$ cat config.mk
export PLATFORM = sky130hd
export DESIGN_NAME = fetch_stage
export DESIGN_NICKNAME = d
export VERILOG_FILES = /design/src/rtl/fetch_stage_pkg.sv /design/src/rtl/fetch_stage_if_id_reg.sv /design/src/rtl/fetch_stage.sv
export SDC_FILE = /design/constraint.sdc
export NUM_CORES = 1
export LEC_CHECK = 0
export ABC_AREA = 1
export ABC_CLOCK_PERIOD_IN_PS = 3200
export CAP_MARGIN = 40
export CORE_ASPECT_RATIO = 1.5
export CORE_MARGIN = 2
export CORE_UTILIZATION = 53
export CTS_CLUSTER_SIZE = 10
export DETAILED_ROUTE_END_ITERATION = 12
export MAX_ROUTING_LAYER = met4
export PLACE_DENSITY = 0.8
export SYNTH_ARGS = -nofsm -noshare
export SYNTH_HDL_FRONTEND = slang
export SYNTH_HIERARCHICAL = 1
export SYNTH_SLANG_ARGS = --single-unit
$ cat constraint.sdc
create_clock -name clk -period 3.2 [get_ports clk]
set_clock_uncertainty 0.2 [all_clocks]
set_input_delay 0.48 -clock clk [delete_from_list [all_inputs] [get_ports clk]]
set_output_delay 0.48 -clock clk [all_outputs]
set_load 0.005 [all_outputs]
$ cat src/rtl/fetch_stage_pkg.sv
// Shared types and constants for the instruction fetch stage.
package fetch_stage_pkg;

  localparam int XLEN = 32;
  localparam logic [XLEN-1:0] NOP_INSTR = 32'h0000_0013;

  typedef enum logic [1:0] {
    IDLE = 2'd0,
    REQ  = 2'd1,
    WAIT = 2'd2,
    KILL = 2'd3
  } fetch_state_t;

endpackage

$ cat src/rtl/fetch_stage_if_id_reg.sv
// IF/ID pipeline register: flush beats stall, stall holds, otherwise load a word or a bubble.
module if_id_reg
  import fetch_stage_pkg::*;
(
  input  logic            clk,
  input  logic            rst_n,
  input  logic            stall,
  input  logic            flush,
  input  logic            load_valid,
  input  logic [XLEN-1:0] load_instr,
  input  logic [XLEN-1:0] load_pc,
  output logic [XLEN-1:0] instr_d,
  output logic [XLEN-1:0] pc_d,
  output logic [XLEN-1:0] pc_plus4_d,
  output logic            valid_d
);

  always_ff @(posedge clk or negedge rst_n) begin
    if (!rst_n) begin
      instr_d    <= NOP_INSTR;
      pc_d       <= '0;
      pc_plus4_d <= '0;
      valid_d    <= 1'b0;
    end else if (flush) begin
      instr_d <= NOP_INSTR;
      valid_d <= 1'b0;
    end else if (!stall) begin
      if (load_valid) begin
        instr_d    <= load_instr;
        pc_d       <= load_pc;
        pc_plus4_d <= load_pc + 32'd4;
        valid_d    <= 1'b1;
      end else begin
        instr_d <= NOP_INSTR;
        valid_d <= 1'b0;
      end
    end
  end

endmodule

$ cat src/rtl/fetch_stage.sv
// Instruction fetch: PC, single-outstanding memory FSM and one-entry fetch buffer.
// Optional FETCH_PERF_CNT_EN adds perf_fetched / perf_bubbles counters.
module fetch_stage
  import fetch_stage_pkg::*;
#(
  parameter logic [31:0] RESET_VECTOR = 32'h0000_0000
) (
  input  logic            clk,
  input  logic            rst_n,
  input  logic            stall_f,
  input  logic            stall_d,
  input  logic            flush_d,
  input  logic            pc_src_e,
  input  logic [XLEN-1:0] pc_target_e,
  output logic            imem_req,
  output logic [XLEN-1:0] imem_addr,
  input  logic            imem_gnt,
  input  logic            imem_rvalid,
  input  logic [XLEN-1:0] imem_rdata,
  output logic [XLEN-1:0] instr_d,
  output logic [XLEN-1:0] pc_d,
  output logic [XLEN-1:0] pc_plus4_d,
  output logic            valid_d
`ifdef FETCH_PERF_CNT_EN
  ,
  output logic [XLEN-1:0] perf_fetched,
  output logic [XLEN-1:0] perf_bubbles
`endif
);

  fetch_state_t    state_reg, state_next;
  logic [XLEN-1:0] pc_f_reg;
  logic [XLEN-1:0] req_pc_reg;
  logic            buf_valid_reg;
  logic [XLEN-1:0] buf_instr_reg;
  logic [XLEN-1:0] buf_pc_reg;

  logic            can_req;
  logic            fire;
  logic            accept;
  logic            load_valid;
  logic [XLEN-1:0] load_instr;
  logic [XLEN-1:0] load_pc;

  // A new request is only safe if the response will have somewhere to land.
  assign can_req   = !stall_f && (!buf_valid_reg || !stall_d || flush_d);
  assign imem_req  = (state_reg == REQ) && can_req;
  assign imem_addr = pc_f_reg;
  assign fire      = imem_req && imem_gnt;
  assign accept    = (state_reg == WAIT) && imem_rvalid && !pc_src_e;

  always_comb begin
    state_next = state_reg;
    unique case (state_reg)
      IDLE: state_next = REQ;
      REQ:  if (fire) state_next = pc_src_e ? KILL : WAIT;
      // A response coinciding with a redirect is dropped here, so nothing is left to kill.
      WAIT: if (imem_rvalid) state_next = REQ;
            else if (pc_src_e) state_next = KILL;
      KILL: if (imem_rvalid) state_next = REQ;
      default: state_next = IDLE;
    endcase
  end

  always_ff @(posedge clk or negedge rst_n) begin
    if (!rst_n) begin
      state_reg  <= IDLE;
      pc_f_reg   <= RESET_VECTOR;
      req_pc_reg <= RESET_VECTOR;
    end else begin
      state_reg <= state_next;
      if (pc_src_e) begin
        pc_f_reg <= pc_target_e;
      end else if (fire) begin
        pc_f_reg <= pc_f_reg + 32'd4;
      end
      if (fire) begin
        req_pc_reg <= pc_f_reg;
      end
    end
  end

  // The buffer only fills while IF/ID is stalled; an unstalled cycle always empties it.
  always_ff @(posedge clk or negedge rst_n) begin
    if (!rst_n) begin
      buf_valid_reg <= 1'b0;
      buf_instr_reg <= NOP_INSTR;
      buf_pc_reg    <= '0;
    end else if (flush_d) begin
      buf_valid_reg <= 1'b0;
    end else if (stall_d) begin
      if (accept) begin
        buf_valid_reg <= 1'b1;
        buf_instr_reg <= imem_rdata;
        buf_pc_reg    <= req_pc_reg;
      end
    end else begin
      buf_valid_reg <= 1'b0;
    end
  end

  assign load_valid = buf_valid_reg || accept;
  assign load_instr = buf_valid_reg ? buf_instr_reg : imem_rdata;
  assign load_pc    = buf_valid_reg ? buf_pc_reg : req_pc_reg;

  if_id_reg u_if_id_reg (
    .clk        (clk),
    .rst_n      (rst_n),
    .stall      (stall_d),
    .flush      (flush_d),
    .load_valid (load_valid),
    .load_instr (load_instr),
    .load_pc    (load_pc),
    .instr_d    (instr_d),
    .pc_d       (pc_d),
    .pc_plus4_d (pc_plus4_d),
    .valid_d    (valid_d)
  );

`ifdef FETCH_PERF_CNT_EN
  logic [XLEN-1:0] perf_fetched_reg;
  logic [XLEN-1:0] perf_bubbles_reg;

  always_ff @(posedge clk or negedge rst_n) begin
    if (!rst_n) begin
      perf_fetched_reg <= '0;
      perf_bubbles_reg <= '0;
    end else begin
      if (!flush_d && !stall_d && load_valid) begin
        perf_fetched_reg <= perf_fetched_reg + 32'd1;
      end
      if (flush_d || (!stall_d && !load_valid)) begin
        perf_bubbles_reg <= perf_bubbles_reg + 32'd1;
      end
    end
  end

  assign perf_fetched = perf_fetched_reg;
  assign perf_bubbles = perf_bubbles_reg;
`endif

endmodule

Yosys cells after proc, flatten, opt, wreduce, memory -nomap -nowiden
Index checks and enable logic that the tools add are counted.
W data, S select, Z words.
- register bits after elaboration: 228
- bits of input ports: 72
- output and inout port bits: 130
- word-level logic and storage cells: 58
- add/subtract/negate cells: 2
- equal/unequal tests: 8
- mux-type cells: 19
- bitwise logic cells: 2
- reduce and logical (&&, ||, !) cells: 17
- operator list (kind ; number):
    $mux W32 ; 7
    $add A32 B3 Y32 const B ; 2
    $reduce_and A3 Y1 ; 3
    $mux W2 ; 4
    $pmux W2 S4 ; 1
    $mux W1 ; 7
    $logic_and A1 B1 Y1 ; 5
    $eq A2 B2 Y1 const B ; 2
    $logic_not A1 Y1 ; 4
    $ne A2 B2 Y1 const B ; 2
    $logic_or A1 B1 Y1 ; 3
    $ne A3 B1 Y1 const B ; 1
    $ne A3 B3 Y1 const B ; 1
    $eq A2 B1 Y1 const B ; 1
    $logic_not A2 Y1 ; 1
    $ne A2 B1 Y1 const B ; 1
    $not A1 Y1 ; 2
    $reduce_bool A2 Y1 ; 1

Longest topological paths before layout
- depth in word-level cells: 8
- gate-level depth with buffers: 13
- gate-level depth less buffers: 11

Modules after synthesis
Netlist, hierarchy kept.
- by module, submodules not included (module ; times used ; cells each ; area each (um2) ; seq. area each (um2)):
    fetch_stage ; 1 ; 918 ; 7141.8 ; 3281.9
    if_id_reg ; 1 ; 511 ; 4334.2 ; 2381.0

Worst setup path after synthesis
Ideal clock, no wire load.
- path kind: register to register
- start: register buf_valid_reg
- end: register u_if_id_reg.pc_plus4_d[22]
- setup time: 0.124 ns
- arrival time: 1.970 ns
- required time: 2.876 ns
- path slack: 0.906 ns
- stages on the path, launching flop included: 12
- buffers on the path: 2
- clock period less this slack: 2.294 ns
- cell sequence: dfrtp_1 buf_2 clkbuf_1 o21ai_0 ha_1 nand2_1 nor2_2 nand2_2 nor2_4 nand2_1 nand2_1 nand3_1
- cells in the longest elaborated chain, start to end: 2
- elaborated cells between the ends (all ways): 4
- classes of those cells: add/sub (1); mux (1); reduce/logical (2)
- RTL lines (item ; line ; RTL):
    from (decl) ; fetch_stage.sv:34 ; logic buf_valid_reg;
    from (signal assigned) ; fetch_stage.sv:86 ; buf_valid_reg <= 1'b0;
    from (signal assigned) ; fetch_stage.sv:90 ; buf_valid_reg <= 1'b0;
    from (signal assigned) ; fetch_stage.sv:93 ; buf_valid_reg <= 1'b1;
    $mux W32 ; fetch_stage.sv:104 ; assign load_pc = buf_valid_reg ? buf_pc_reg : req_pc_reg;
    via load_pc[3] ; fetch_stage.sv:43 ; logic [XLEN-1:0] load_pc;
    $add A32 B3 Y32 ; fetch_stage_if_id_reg.sv:31 ; pc_plus4_d <= load_pc + 32'd4;
    to (signal assigned) ; fetch_stage_if_id_reg.sv:31 ;
    to (decl) ; fetch_stage_if_id_reg.sv:14 ; output logic [XLEN-1:0] pc_plus4_d,
The timed path passes the listed nets, and every way through them passes these cells.
A chain may end at the register's enable or synchronous reset.

Worst setup path in the final report
- start: register buf_valid_reg
- end: register u_if_id_reg.pc_plus4_d[20]
The elaborated chain is that of the path after synthesis.

==> impl_metrics.csv <==
group,metric,value,unit
status,run_status,"completed",
place,hpwl,20100,µm
routing,vias,9944,
clock_tree,ctsRootBufferMaster,"clkbuf_16",
routing,drt-total-wl,28300,µm
routing,first_iter_violations,730,
synth,synth.distinct_cells,35,
place,io_buffers,201,
global_routing,grt.total_usage,26.1,%
clock_tree,htreeDepth,1,
critical_path,r2r-start,"buf_valid_reg",
clock_tree,cts_sinks,226,
timing,fin_tns_setup,0,ns
final_layout,area_growth,24.8,%
final_layout,multiInputGateArea,4730,µm²
flow_run,cap_violations,0,
global_routing,antenna_found_initial,1,
global_routing,grt_pass1_wl,46800,µm
die,rows,65,
routing,drc,0,
timing,setup_ws,0.319,ns
critical_path,crit_chain,"o21ai_0 -> ha_1 -> nand3_1 -> nor2_1 -> nand2_1 -> clkinv_1 -> nand2_1 -> nand2_1 -> nand3_1",
timing,fmaxAchievable,347,MHz
place,placed_area,13600,µm²
timing,period_minus_slack,2.88,ns
die,coreArea,21100,µm²
die,pin_count,202,
place,place_congestion,0.889,
synth,synth_cells,1429,
timing,relSlewSlack,51.1,%
routing,drtPass1Iterations,5,
critical_path,path_buf_inv,1,
synth,synth_area_per_cell,8.03,µm²
final_layout,fin_nets,1688,
hold_path,hp-class,"input port to asynchronous set/reset pin",
critical_path,rrSetupSlack,0.32,ns
final_layout,fin_util,67.7,%
timing,rsz0062_at_grt,"no",
critical_path,cp.required,3.40,ns
clock_tree,clk_pin_slew,0.05,ns
synth,ys_seq_area_share,49.3,%
place,dp.cells,1850,
critical_path,arrival,3.08,ns
timing,final-hold-violation-count,0,
timing,hold_slack,0.250,ns
final_layout,fin_cells,1893,
pwr,total_power,10.3,mW
critical_path,crit_path_end_kind,"flip-flop",
die,dieHeight,184,µm
final_layout,n_fill_cell,1748,
pwr,leakagePower,6.60,nW
synth,synth_top_area_share,48.0,%
critical_path,critPathLaunchType,"flip-flop",
clock_tree,cts_tree,"done",
global_routing,grt_pass1_vias,9562,
synth,synth.area.top_cells,"dfrtp_1 (48%), nand2_1 (14%), inv_1 (5.4%)",
critical_path,cpMostUsedCell,"nand2_1",
timing,fin_crit_sh,90.0,%
pwr,ir_worst_vdd,0.459,mV
clock_tree,cts_buffers,26,
critical_path,crit_fanout,64,
timing,slew_violations,0,
synth,synthesis.nets,1506,
critical_path,cp_slowest_stage_delay,0.69,ns
place,pre_cts_ws,0.412,ns
timing,tightestPinTransition,0.726,ns
routing,wire_per_inst,14.9,µm
global_routing,grt_overflow,0,
timing,setup_viol_count_final,0,
critical_path,path_class,"flip-flop to flip-flop",
synth,synthesis.area,11500,µm²
critical_path,cp_top_family,"flip-flops",
critical_path,r2r_cells,9,
global_routing,grt_max_degree,103,
die,die_x,124,µm
synth,yosys.area.top_type,"dfrtp_1",
die,start_util,54.3,%
pwr,power_per_cell_area,716,nW/µm²
clock_tree,clk_latency,0.52,ns
clock_tree,clk_path_buf_depth,3,
routing,antenna_left,0,
final_layout,drive_above_1_share,9.05,%
final_layout,regArea,5670,µm²
final_layout,final_area,14300,µm²
synth,ys.warnings.count,6,
critical_path,rr_endpoint,"u_if_id_reg/pc_plus4_d[20]",
critical_path,cp_slowest_cell,"dfrtp_4",
synth,ys_ff_latch,226,
routing,drt-vias-per-instance,5.25,
die,die_area,22900,µm²
==> power breakdown <==
part | leakage (nW) | switching (mW) | internal [mW]
Clock | 0.350 | 1.09 | 1.51
Sequential | 2.96 | 0.626 | 3.82
Combinational | 3.30 | 1.64 | 1.56
==> per-layer routing <==
layer	vias to the layer above	share of wire [%]	GRT usage, %	routed length [µm]
met5	-	0	-	0
met4	0	4.1	10.6	1160
met3	72	5.0	2.85	1410
met2	325	49	42.4	14000
met1	4654	42	33.2	11800
li1	4893	-	-	-
==> final cells by class <==
class	count	area share [%]
diodes	1	0.0175
clock buffers	40	4.98
clock inverters	1	0.114
inverters	169	4.43
multi-input cells	969	33.0
flip-flops and latches	226	39.6
well taps	268	2.34
repair buffers	219	15.6
==> kinds of logic after synthesis <==
kind of cell	Yosys count	synth area share (%)
compound gates	253	13.9
xor+xnor	11	0.840
fa+ha+maj	5	0.545
buf+inv	234	9.55
flops	226	49.3
simple gates	700	25.8
==> cell usage in the layout, fill, tap and decap left out, drive strengths merged, types with 2 or more instances in the layout <==
cell           count
buf               18
o21ai            214
ha                 5
xor2               9
o22a               3
clkbuf            40
dfrtp            220
clkinv             2
nand3             98
dfstp              6
nor2             142
nand4              3
xnor2              2
clkdlybuf4s50    200
a22o              29
o211ai             4
inv              168
nand2            451
and2               4
==> cells in the mapped netlist (all sizes together) <==
cell type,number
clkbuf,18
xnor2,2
xor2,9
or2,1
o22a,3
o211ai,4
buf,47
ha,5
dfrtp,220
and2,4
a22o,29
o21a,1
inv,168
clkinv,1
nor3,1
a31oi,1
a21oi,1
dfstp,6
o21ai,214
nand2,451
nand4,3
nor2,142
nand3,98
==> worst max-delay path by stage <==
stage | slack, ns | cells after the start | from | to
5_1_grt | 0.20 | 9 | buf_valid_reg | u_if_id_reg/pc_plus4_d[24]
2_1_floorplan | 0.91 | 11 | buf_valid_reg | u_if_id_reg/pc_plus4_d[22]
6_report | 0.32 | 9 | buf_valid_reg | u_if_id_reg/pc_plus4_d[20]
4_1_cts | 0.35 | 4 | buf_valid_reg | imem_req
3_3_place_gp | 0.35 | 9 | pc_src_e | u_if_id_reg/pc_plus4_d[9]
3_5_place_dp | 0.41 | 9 | buf_valid_reg | u_if_id_reg/pc_plus4_d[20]
==> timing repair <==
item,in CTS,in global routing
setup buffers,0,0
resized for setup,0,0
hold buffers,1,0
endpoints found under the hold margin,43,0
(Power assumes the default switching activity.)
